$ cat src/rtl/e203_exu_alu_divseq.sv
// Iterative RV32M divider (DIV/DIVU/REM/REMU) driving the shared ALU adder.
// Partial remainder lives in sbf_0, dividend/quotient in sbf_1.
module e203_exu_alu_divseq (
  input  logic        clk,
  input  logic        rst,
  input  logic        flush,
  input  logic        cmd_valid,
  output logic        cmd_ready,
  input  logic [1:0]  cmd_op,
  input  logic [31:0] cmd_rs1,
  input  logic [31:0] cmd_rs2,
  output logic        rsp_valid,
  input  logic        rsp_ready,
  output logic [31:0] rsp_wdat,
  output logic        muldiv_req_alu,
  output logic [34:0] muldiv_req_alu_op1,
  output logic [34:0] muldiv_req_alu_op2,
  output logic        muldiv_req_alu_add,
  output logic        muldiv_req_alu_sub,
  input  logic [34:0] muldiv_req_alu_res,
  output logic        muldiv_sbf_0_ena,
  output logic [32:0] muldiv_sbf_0_nxt,
  input  logic [32:0] muldiv_sbf_0_r,
  output logic        muldiv_sbf_1_ena,
  output logic [32:0] muldiv_sbf_1_nxt,
  input  logic [32:0] muldiv_sbf_1_r
);

  localparam int unsigned XLEN  = 32;
  localparam int unsigned CNT_W = 5;
  localparam int unsigned SBF_W = XLEN + 1;
  localparam int unsigned ALU_W = XLEN + 3;

  localparam logic [2:0] ST_IDLE = 3'd0;
  localparam logic [2:0] ST_ABSA = 3'd1;
  localparam logic [2:0] ST_ABSB = 3'd2;
  localparam logic [2:0] ST_ITER = 3'd3;
  localparam logic [2:0] ST_FIXQ = 3'd4;
  localparam logic [2:0] ST_FIXR = 3'd5;
  localparam logic [2:0] ST_RSP  = 3'd6;

  logic [2:0]       state, state_nxt;
  logic [CNT_W-1:0] cnt, cnt_nxt;
  logic             op_rem;
  logic             a_neg, b_neg;
  logic [XLEN-1:0]  rs1_r, rs2_r;
  logic [SBF_W-1:0] dvsr_r;
  logic             accept, dvsr_ena;
  logic [SBF_W-1:0] sh;
  logic             q;
  logic             cmd_sgn;
  logic             unused_res_bit;

  assign sh             = {muldiv_sbf_0_r[XLEN-1:0], muldiv_sbf_1_r[XLEN-1]};
  assign q              = ~muldiv_req_alu_res[ALU_W-1];
  assign cmd_sgn        = ~cmd_op[0];
  assign unused_res_bit = muldiv_req_alu_res[ALU_W-2];
  assign rsp_wdat       = op_rem ? muldiv_sbf_0_r[XLEN-1:0] : muldiv_sbf_1_r[XLEN-1:0];

  // State register
  always_ff @(posedge clk) begin
    if (rst) begin
      state <= ST_IDLE;
      cnt   <= '0;
    end else begin
      state <= state_nxt;
      cnt   <= cnt_nxt;
    end
  end

  // Operand capture and divisor magnitude
  always_ff @(posedge clk) begin
    if (rst) begin
      op_rem <= 1'b0;
      a_neg  <= 1'b0;
      b_neg  <= 1'b0;
      rs1_r  <= '0;
      rs2_r  <= '0;
      dvsr_r <= '0;
    end else begin
      if (accept) begin
        op_rem <= cmd_op[1];
        a_neg  <= cmd_sgn & cmd_rs1[XLEN-1];
        b_neg  <= cmd_sgn & cmd_rs2[XLEN-1];
        rs1_r  <= cmd_rs1;
        rs2_r  <= cmd_rs2;
      end
      if (dvsr_ena) dvsr_r <= muldiv_req_alu_res[SBF_W-1:0];
    end
  end

  // Next state and datapath requests
  always_comb begin
    state_nxt          = state;
    cnt_nxt            = cnt;
    accept             = 1'b0;
    dvsr_ena           = 1'b0;
    cmd_ready          = 1'b0;
    rsp_valid          = 1'b0;
    muldiv_req_alu     = 1'b0;
    muldiv_req_alu_op1 = '0;
    muldiv_req_alu_op2 = '0;
    muldiv_req_alu_add = 1'b0;
    muldiv_req_alu_sub = 1'b0;
    muldiv_sbf_0_ena   = 1'b0;
    muldiv_sbf_0_nxt   = '0;
    muldiv_sbf_1_ena   = 1'b0;
    muldiv_sbf_1_nxt   = '0;
    case (state)
      ST_IDLE: begin
        cmd_ready = ~flush;
        if (cmd_valid && !flush) begin
          accept = 1'b1;
          if (cmd_rs2 == '0) begin
            // Divide by zero: quotient all-ones, remainder is the dividend
            muldiv_sbf_1_ena = 1'b1;
            muldiv_sbf_1_nxt = 33'h0_FFFF_FFFF;
            muldiv_sbf_0_ena = 1'b1;
            muldiv_sbf_0_nxt = {1'b0, cmd_rs1};
            state_nxt        = ST_RSP;
          end else begin
            state_nxt = ST_ABSA;
          end
        end
      end
      ST_ABSA: begin
        muldiv_req_alu     = 1'b1;
        muldiv_req_alu_op2 = {{3{a_neg}}, rs1_r};
        muldiv_req_alu_sub = a_neg;
        muldiv_req_alu_add = ~a_neg;
        muldiv_sbf_1_ena   = 1'b1;
        muldiv_sbf_1_nxt   = muldiv_req_alu_res[SBF_W-1:0];
        state_nxt          = ST_ABSB;
      end
      ST_ABSB: begin
        muldiv_req_alu     = 1'b1;
        muldiv_req_alu_op2 = {{3{b_neg}}, rs2_r};
        muldiv_req_alu_sub = b_neg;
        muldiv_req_alu_add = ~b_neg;
        dvsr_ena           = 1'b1;
        muldiv_sbf_0_ena   = 1'b1;
        state_nxt          = ST_ITER;
      end
      ST_ITER: begin
        // One restoring step: trial-subtract divisor from shifted remainder
        muldiv_req_alu     = 1'b1;
        muldiv_req_alu_op1 = {2'b00, sh};
        muldiv_req_alu_op2 = {2'b00, dvsr_r};
        muldiv_req_alu_sub = 1'b1;
        muldiv_sbf_0_ena   = 1'b1;
        muldiv_sbf_0_nxt   = q ? muldiv_req_alu_res[SBF_W-1:0] : sh;
        muldiv_sbf_1_ena   = 1'b1;
        muldiv_sbf_1_nxt   = {1'b0, muldiv_sbf_1_r[XLEN-2:0], q};
        cnt_nxt            = cnt + CNT_W'(1);
        if (cnt == CNT_W'(XLEN - 1)) state_nxt = ST_FIXQ;
      end
      ST_FIXQ: begin
        muldiv_req_alu     = 1'b1;
        muldiv_req_alu_op2 = {2'b00, muldiv_sbf_1_r};
        muldiv_req_alu_sub = a_neg ^ b_neg;
        muldiv_req_alu_add = ~(a_neg ^ b_neg);
        muldiv_sbf_1_ena   = 1'b1;
        muldiv_sbf_1_nxt   = muldiv_req_alu_res[SBF_W-1:0];
        state_nxt          = ST_FIXR;
      end
      ST_FIXR: begin
        muldiv_req_alu     = 1'b1;
        muldiv_req_alu_op2 = {2'b00, muldiv_sbf_0_r};
        muldiv_req_alu_sub = a_neg;
        muldiv_req_alu_add = ~a_neg;
        muldiv_sbf_0_ena   = 1'b1;
        muldiv_sbf_0_nxt   = muldiv_req_alu_res[SBF_W-1:0];
        state_nxt          = ST_RSP;
      end
      ST_RSP: begin
        rsp_valid = 1'b1;
        if (rsp_ready) state_nxt = ST_IDLE;
      end
      default: state_nxt = ST_IDLE;
    endcase
    if (flush) begin
      state_nxt = ST_IDLE;
      cnt_nxt   = '0;
    end
  end

endmodule
$ cat config.mk
export PLATFORM = sky130hd
export DESIGN_NAME = e203_exu_alu_divseq
export DESIGN_NICKNAME = d
export VERILOG_FILES = /design/src/rtl/e203_exu_alu_divseq.sv
export SDC_FILE = /design/constraint.sdc
export NUM_CORES = 1
export LEC_CHECK = 0
export BUFFER_PORTS_ARGS = -buffer_cell sky130_fd_sc_hd__buf_2
export CORE_MARGIN = 5
export CORE_UTILIZATION = 42
export DETAILED_ROUTE_END_ITERATION = 8
export HOLD_SLACK_MARGIN = 0.03
export PLACE_DENSITY = 0.78
export SETUP_SLACK_MARGIN = 0.4
export SYNTH_ARGS = -nofsm -noshare
export SYNTH_HDL_FRONTEND = slang
export SYNTH_SLANG_ARGS = --single-unit
$ cat constraint.sdc
create_clock -name clk -period 1.6 [get_ports clk]
set_input_delay 0.16 -clock clk [delete_from_list [all_inputs] [get_ports clk]]
set_output_delay 0.16 -clock clk [all_outputs]
set_load 0.05 [all_outputs]
==> metrics.yaml <==
drtPass1Iterations: 7
syn-cell-area_sq_um: 6720
final_antenna_net_count: 0
maxSlewViolCount: 0
htree_num_levels: 3
ys_seq_area_share_pct: 32.2
grt_pass1_wl_mm: 49.1
fp.dieArea_sq_um: 18600
finalNonFillerCells: 1504
cts.sinks: 108
antenna_found_initial: 3
core_sq_um: 15800
finalPower_mw: 7.36
path_buf_inv: 3
layout.nets: 1456
synth-edff-count: 0
asyncSetResetFlopFracSynth_pct: 0
drt_iter0_drc: 988
yosys.area.top_type: "dfxtp_1"
synth_top_area_share_pct: 32.2
wire_per_inst_um: 26.5
drive_gt1_share_pct: 62.8
yosysMostFrequentCell: "nand2_1"
wirelength_mm: 39.8
fillerInstances: 789
startpoint_type: "flop"
max_slew_margin_pct: 46.1
critPathSlowestCell: "dfxtp_4"
worst_clock_skew_ns: 0.00798
avgSynthCellArea_sq_um: 7.81
setup.worst_path.class: "flop to output port"
yosysUniqueCellTypes: 44
regToRegSetupSlack_ns: -0.32
worstPathArrival_ns: 2.02
cpPeakStageDelay_ns: 0.47
cts_hold_buf: 0
dp_hpwl_mm: 21.7
path_max_fanout: 10
clk_latency_ns: 0.35
rows: 46
cts_tree: "yes"
status: "finished with violations"
num_vias: 9602
tightest_slew_ns: 0.808
cts_buffers: 9
netlist_instances: 861
rsz0062_at_grt: "yes"
grt_use_total_pct: 33.6
port_buffers: 343
violations: "negative setup slack"
grt_pass1_vias: 9105
cts_root_buf: "clkbuf_16"
critPathCaptureType: "output port"
clock.fmax_ghz: 0.459
gp_congestion: 0.868
worst_slack_ns: -0.581
hold_path.class: "input pin to flop"
fin_crit_sh_pct: 136
required_ns: 1.44
ys_ff_latch: 108
cellLeakagePower_nw: 5.35
yosysWarningCount: 0
clock_path_buffers: 2
grt_max_degree: 68
synth_commonest_cells: "212 x nand2_1, 111 x a21oi_1, 108 x dfxtp_1"
synthFlopType: "dfxtp_1"
clk_pin_slew_worst_paths_ns: 0.07
path_cells: "buf_4 > clkbuf_16 > mux2i_1 > o2bb2ai_1 > a221o_2 > buf_6"
finish.utilization_pct: 84.6
final-hold-violation-count: 0
via_per_inst: 6.38
cap_violations: 0
multi_input_area_sq_um: 5800
place_inst: 1446
post-place-ws_ns: -0.446
drc_errors: 0
yosys-top-cells-area: "dfxtp_1 32%, nand2_1 12%, a221o_1 9.5%, a21oi_1 8.3%, mux2_2 5.5%"
regArea_sq_um: 2180
cp_top_family: "buffers and inverters"
irDropWorstVdd_v: 0.000439
start_util_pct: 42.6
dieWidth_um: 136
setup_violations: 274
fin_crit_ns: 2.18
die_y_um: 136
io_pins: 347
syn2layout_area_growth_pct: 98.5
power_density_nw_per_um2: 552
overflow: 0
[placed cells by master, fill, tap and decap left out, types with 6 or more instances in the layout]
master / n
a21oi_1: 107
a221o_2: 64
a32oi_4: 28
and2_4: 36
buf_12: 25
buf_16: 6
buf_2: 200
buf_4: 102
buf_6: 88
buf_8: 74
clkbuf_16: 18
dfxtp_1: 103
mux2_4: 30
mux2i_1: 30
nand2_1: 179
nand2_2: 21
nand2_4: 12
nor2_1: 8
o21ai_4: 36
o2bb2ai_1: 27
[power breakdown]
group | internal, mW | total, mW | switching (mW)
clock | 1.24 | 2.28 | 1.03
combinational | 0.860 | 2.23 | 1.37
sequential | 2.78 | 2.85 | 0.0712
total | 4.88 | 7.36 | 2.48
[worst paths after layout]
kind	from	to	cells after the start
setup reg to reg	state[0]	rs1_r[5]	6
setup / recovery	state[0]	muldiv_req_alu_op2[17]	6
hold reg to reg	rs1_r[3]	rs1_r[3]	2
hold / removal	cmd_op[1]	op_rem	3
[registers in the layout, indices dropped and copies added (netlist names)]
register  count
state         3
cnt           5
dvsr_r       33
op_rem        1
rs1_r        32
a_neg         1
rs2_r        32
b_neg         1
[what timing repair did]
action / in CTS / in global routing
gates resized for setup: 306 / 190
setup endpoints to repair: 281 / 281
gates cloned: 5 / 10
setup buffers: 16 / 10
pin swaps: 34 / 42
[worst min-delay path, delay by kind of cell]
family / cells / cell delay (ns)
buffers and inverters: 1 / 0.10
AND/OR/NAND/NOR: 1 / 0.06
AO/OA/AOI/OAI: 1 / 0.05
[layout make-up]
| cell class | count | area share, % |
|---|---|---|
| Sequential cell | 108 | 16.3 |
| Inverter | 3 | 0.0844 |
| Timing Repair Buffer | 505 | 35.9 |
| Multi-Input combinational cell | 655 | 43.4 |
| Antenna cell | 2 | 0.0375 |
| Clock inverter | 5 | 0.385 |
| Tap cell | 216 | 2.03 |
| Clock buffer | 10 | 1.79 |
[metal layers]
layer / GRT usage [%] / routed length (um) / vias up / part of all wire [%]
li1: - / - / 4001 / -
met1: 37.0 / 13200 / 4521 / 33
met2: 58.1 / 19400 / 822 / 49
met3: 7.46 / 4200 / 256 / 11
met4: 21.5 / 3040 / 2 / 7.6
met5: 0 / 13 / - / 0.033
[metrics by stage]
step	setup TNS, ns	area, sq um	hold slack, ns
after floorplan	-1.46	8090	0.296
after global placement	-44.68	10600	0.395
after detailed placement	-45.46	10600	0.415
after CTS	-69.30	12200	0.0480
after global routing	-98.94	13300	0.0664
final	-82.48	13300	0.0619
[cell families (layout without fill, tap and decap cells)]
family	after synthesis	in the layout	share of synthesized area, %
xor gates and xnor gates	4	4	0.521
other	1	4	0.0558
buffers and inverters	99	523	7.13
AOI/OAI and AO/OA	286	286	30.1
DFF	108	108	32.2
muxes	65	65	10.3
and+or+nand+nor	296	296	19.4
adders and majority gates	2	2	0.372
Note: power is estimated with default switching activity, not from simulation.
